===== src/rtl/serv_ibus_resp.sv =====
// rtl/serv_ibus_resp.sv - Wishbone instruction-fetch responder over a synchronous word memory
// One fetch at a time: IDLE -> READ -> WAIT(xWAIT) -> ACK, with out-of-range fetches returning zero.
module serv_ibus_resp #(
  parameter int AW   = 10,
  parameter int WAIT = 0
) (
  input  logic          clk,
  input  logic          i_rst,
  input  logic [29:0]   i_wb_adr,
  input  logic          i_wb_cyc,
  output logic [31:0]   o_wb_rdt,
  output logic          o_wb_ack,
  output logic          o_mem_en,
  output logic [AW-1:0] o_mem_addr,
  input  logic [31:0]   i_mem_rdata,
  output logic          o_oor
);

  typedef enum logic [1:0] {S_IDLE, S_READ, S_WAIT, S_ACK} state_t;

  localparam logic [2:0] CNT_INIT = (WAIT > 0) ? 3'(WAIT - 1) : 3'd0;

  state_t      state_q;
  logic [2:0]  cnt_q;
  logic [31:0] data_q;
  logic        ack_q;
  logic        oor_q;
  logic        oor_pend_q;

  logic [29:0] hi_bits;
  logic        in_range;
  logic        accept;

  assign hi_bits  = i_wb_adr >> AW;
  assign in_range = (hi_bits == '0);
  assign accept   = !i_rst && (state_q == S_IDLE) && i_wb_cyc;

  // Memory is only touched for in-range addresses, and only in the accepting cycle.
  assign o_mem_en   = accept && in_range;
  assign o_mem_addr = i_wb_adr[AW-1:0];

  assign o_wb_rdt = data_q;
  assign o_wb_ack = ack_q;
  assign o_oor    = oor_q;

  always_ff @(posedge clk) begin
    if (i_rst) begin
      state_q    <= S_IDLE;
      cnt_q      <= 3'd0;
      data_q     <= 32'h0;
      ack_q      <= 1'b0;
      oor_q      <= 1'b0;
      oor_pend_q <= 1'b0;
    end else begin
      ack_q <= 1'b0;
      oor_q <= 1'b0;
      case (state_q)
        S_IDLE: begin
          if (i_wb_cyc) begin
            oor_pend_q <= !in_range;
            state_q    <= S_READ;
          end
        end
        S_READ: begin
          data_q <= oor_pend_q ? 32'h0 : i_mem_rdata;
          if (!i_wb_cyc) begin
            state_q <= S_IDLE;
          end else if (WAIT > 0) begin
            state_q <= S_WAIT;
            cnt_q   <= CNT_INIT;
          end else begin
            state_q <= S_ACK;
            ack_q   <= 1'b1;
            oor_q   <= oor_pend_q;
          end
        end
        S_WAIT: begin
          if (!i_wb_cyc) begin
            state_q <= S_IDLE;
            cnt_q   <= 3'd0;
          end else if (cnt_q == 3'd0) begin
            state_q <= S_ACK;
            ack_q   <= 1'b1;
            oor_q   <= oor_pend_q;
          end else begin
            cnt_q <= cnt_q - 3'd1;
          end
        end
        S_ACK: begin
          state_q <= S_IDLE;
        end
        default: begin
          state_q <= S_IDLE;
        end
      endcase
    end
  end

endmodule


===== config.mk =====
export PLATFORM = sky130hd
export DESIGN_NAME = serv_ibus_resp
export DESIGN_NICKNAME = d
export VERILOG_FILES = /design/src/rtl/serv_ibus_resp.sv
export SDC_FILE = /design/constraint.sdc
export NUM_CORES = 1
export LEC_CHECK = 0
export CORE_MARGIN = 5
export CORE_UTILIZATION = 42
export CTS_CLUSTER_DIAMETER = 30
export DETAILED_ROUTE_END_ITERATION = 8
export PLACE_DENSITY = 0.86
export SKIP_LAST_GASP = 1
export SLEW_MARGIN = 15
export SYNTH_ARGS = -nofsm -noshare
export SYNTH_HDL_FRONTEND = slang
export SYNTH_SLANG_ARGS = --single-unit

===== constraint.sdc =====
create_clock -name clk -period 2 [get_ports clk]
set_input_delay 0.5 -clock clk [delete_from_list [all_inputs] [get_ports clk]]
set_output_delay 0.5 -clock clk [all_outputs]
set_load 0.02 [all_outputs]

Word-level counts from Yosys, hierarchy flattened
Index checks and enable logic that the tools add are counted.
{"block": "totals", "output_inout_bits": 45, "regBits": 40, "elab_cells": 40}
{"block": "classes", "muxes": 16, "n_eq_ne": 6, "reduce_logical": 11, "add_sub_neg": 1}
{"op": "2-to-1 mux 32 bit", "count": 1}
{"op": "zero test 30 bit", "count": 1}
{"op": "2-to-1 mux 2 bit", "count": 4}
{"op": "one-hot mux 2 bit (4 select lines)", "count": 1}
{"op": "2-to-1 mux 1 bit", "count": 6}
{"op": "2-to-1 mux 3 bit", "count": 2}
{"op": "AND reduction 2 bit", "count": 3}
{"op": "== test 2 bit (second input constant)", "count": 2}
{"op": "!= test 2 bit (second input constant)", "count": 2}
{"op": "one-hot mux 1 bit (2 select lines)", "count": 2}
{"op": "logical AND 1 bit", "count": 3}
{"op": "zero test 3 bit", "count": 1}
{"op": "!= test 3 bit (second input constant)", "count": 1}
{"op": "subtractor 3 x 1 -> 3 bit (second input constant)", "count": 1}
{"op": "== test 2 x 1 -> 1 bit (second input constant)", "count": 1}
{"op": "zero test 1 bit", "count": 2}
{"op": "zero test 2 bit", "count": 1}

Longest topological paths before layout
{"block": "logic_depth", "word_depth": 4, "mapped_depth": 7, "mapped_depth_nobuf": 6}

Least setup slack after synthesis
Ideal clock, no wire load.
{"block": "synth_timing", "path_type": "input-to-output", "from": "input port i_wb_adr[10]", "to": "output port o_mem_en", "n_path_buf": 0, "cell_stages": 3, "setup_slack_ps": 103, "arrival_ps": 1397, "path_cell_list": "nor4_1 nand4_1 nor3_1"}
{"block": "synth_between", "elab_chain_len": 2}
{"element": "from (decl)", "line": "9", "text": "input logic [29:0] i_wb_adr,"}
{"element": "zero test 30 bit", "line": "35", "text": "assign in_range = (hi_bits == '0);"}
{"element": "logical AND 1 bit", "line": "39", "text": "assign o_mem_en = accept && in_range;"}
{"element": "to (decl)", "line": "13", "text": "output logic o_mem_en,"}
No other way between the ends.

Worst setup path in the final report
{"block": "layout_timing", "from": "input port i_wb_adr[12]", "to": "output port o_mem_en"}
The elaborated chain is that of the path after synthesis.

==> results.cfg <==
[synth]
synth.net_count = 279
synth_area_leaders = dfxtp_1 (40%), a21oi_2 (13%), nor2_2 (9.5%)
synth.avg_cell_area_um2 = 9.52
synth_cell_types = 29
synthCells = 208
syn_area_um2 = 1980
postSynth.asyncResetShare = 0
synth_top_area_cell = dfxtp_1
ys_ff_latch = 40
yosysSeqAreaShare = 0.405
synth_edf_count = 0
yosys.area.top_type_share = 0.405
ys.warnings.count = 0
ys.flop_type = dfxtp_1

[cts]
root_buffer = clkbuf_8
clk_pin_slew_worst_paths_ns = 0.07
cts_tree = built
cts-htree-levels = 2
cts_hold_buf = 0
cts_made_buffers = 5
insertion_delay_ns = 0.28
clockBufferDepth = 2
cts.sinks = 40

[floorplan]
die_w_um = 78.7
std_cell_rows = 25
core_um2 = 4660
ios = 110
dieArea_um2 = 6190
die_h_um = 78.7
initial_core_util = 0.425

[grt]
track_usage = 0.156
antenna_found_initial = 0
globalRouteOverflowTotal = 0
grt_pass1_wl_um = 7720
first_global_vias = 1701
grt_start_max_net_pins = 41

[critical_path]
startpoint_type = primary input
worstPathArrival_ns = 1.46
crit_path_end_kind = output port
critical_path_required_ns = 1.50
crit_type = in2out
cp_max_fo = 2

[routing]
ant_nets = 0
drt_iter0_markers = 32
vias_per_cell = 4.70
drt-pass1-iter-count = 4
drc = 0
drt-total-wl_um = 4830
wire_per_inst_um = 13.5
vias = 1677

[timing]
max_freq_ghz = 0.511
setup_violations = 0
rsz0062_at_grt = yes
finalSetupTns_ns = 0
finalMaxSlewViolations = 0
finalHoldViolCount = 0
worst_slew_pin_slew_ns = 0.591
fin_crit_ns = 1.96
whs_ns = 0.464
fin_skew_ns = 0.00363
relSlewSlack = 0.606
layout_worst_path_cycle_share = 0.978

[finish]
nFillCells = 424
n_antenna_cell = 0
nets = 374
area_growth_syn_to_layout_pct = 52.0
drive_gt1_frac = 0.343
fin_cells = 357

[power_and_ir_drop]
powerDensity_nw_per_um2 = 614
p_leak_nw = 1.15
ir_drop_mv = 0.362

[placed_design]
dp_hpwl_um = 3470
portBuffers = 89
gp_congestion = 0.813
placed_cells = 338

[hold_path]
hp-class = reg2reg

[run]
cap_violations = 0

[outcome]
status = completed
==> per-layer routing <==
metal  routed length (um)  track usage  share of wire  vias up
met1                 1930        0.165           0.40      760
met5                    0            0              0        -
met3                  326       0.0642          0.067        8
li1                     -            -              -      856
met4                   71       0.0559          0.015        0
met2                 2500        0.276           0.52       53
==> layout by cell type, fill, tap and decap left out, types with 3 or more instances in the layout <==
cell             count
buf_4               22
nor2_2              30
nor2_1               4
inv_1                5
dlygate4sd2_1       12
clkbuf_2             3
a21oi_2             30
and2b_1              3
nand2_1              5
nor4_2               3
clkdlybuf4s50_1     66
dfxtp_1             38
clkbuf_8             5
nor4_1               3
a21oi_1              7
ha_1                 5
nor2b_1             30
clkdlybuf4s15_1      6
==> worst paths after layout <==
check / startpoint / endpoint / slack [ns] / cells after the start
setup reg to reg: state_q[1]$_SDFFE_PP0P_ / oor_pend_q$_SDFFE_PP0P_ / 0.13 / 11
hold reg to reg: cnt_q[0]$_SDFFE_PP0P_ / cnt_q[0]$_SDFFE_PP0P_ / 0.46 / 2
setup / recovery: i_wb_adr[12] / o_mem_en / 0.04 / 5
hold / removal: cnt_q[0]$_SDFFE_PP0P_ / cnt_q[0]$_SDFFE_PP0P_ / 0.46 / 2
==> Yosys cell counts (all sizes together), types with 2 or more instances <==
library cell and instances:
a21oi 37, and2b 3, buf 22, dfxtp 40, ha 6, inv 7
nand2 5, nand2b 2, nor2 34, nor2b 31, nor3 3, nor4 6
o21ai 2
==> state kept, by name, summed over array words and instances, names as in the netlist <==
| signal | flops |
|---|---|
| o_wb_ack | 1 |
| o_oor | 1 |
| oor_pend_q | 1 |
| state_q | 2 |
| o_wb_rdt | 32 |
| cnt_q | 3 |
==> metrics by stage <==
| stage | worst slack, ns | utilization | total power [mW] | area (um2) |
|---|---|---|---|---|
| finish | 0.0437 | 0.646 | 1.85 | 3010 |
| global route | -0.0405 | 0.646 | 1.95 | 3010 |
| detailed placement | -0.690 | 0.605 | 1.37 | 2820 |
| CTS | 0.00858 | 0.633 | 1.85 | 2950 |
| floorplan | 0.103 | - | 1.19 | 1980 |
| global placement | -0.644 | 0.605 | 1.36 | 2820 |
==> cell families (layout without fill, tap and decap cells) <==
logic type	after synthesis	in the layout	share of synthesized area
buffers and inverters	30	125	0.111
adder cells (fa/ha/maj)	6	6	0.0379
AND/OR/NAND/NOR	89	89	0.274
flip-flops	40	40	0.405
AO/OA/AOI/OAI	43	43	0.173
==> power by group <==
group / total, mW / leakage [nW] / internal [mW] / switching, mW
registers: 0.864 / 0.327 / 0.843 / 0.0218
logic: 0.493 / 0.783 / 0.258 / 0.235
clock network: 0.491 / 0.0410 / 0.237 / 0.254
total: 1.85 / 1.15 / 1.34 / 0.511
==> worst max-delay path: stages <==
cell	delay (ns)
clkdlybuf4s15_1	0.16
nor4_1	0.26
nand4_1	0.17
nor3_2	0.20
buf_4	0.16
==> timing repair <==
item                       in CTS  in global routing
resized for setup              28                 22
buffers inserted               10                  1
setup endpoints to repair       1                  2
pin swaps                       8                  5
==> area by class of cell <==
class                           instances  area [um2]  share of cell area
Timing Repair Buffer                  111        1030               0.343
Multi-Input combinational cell        138        1000               0.333
Sequential cell                        40         803               0.267
Clock buffer                            6        72.6              0.0241
Tap cell                               54        67.6              0.0225
Inverter                                7        26.3             0.00873
Clock inverter                          1        5.00             0.00166
(Power assumes the default switching activity.)
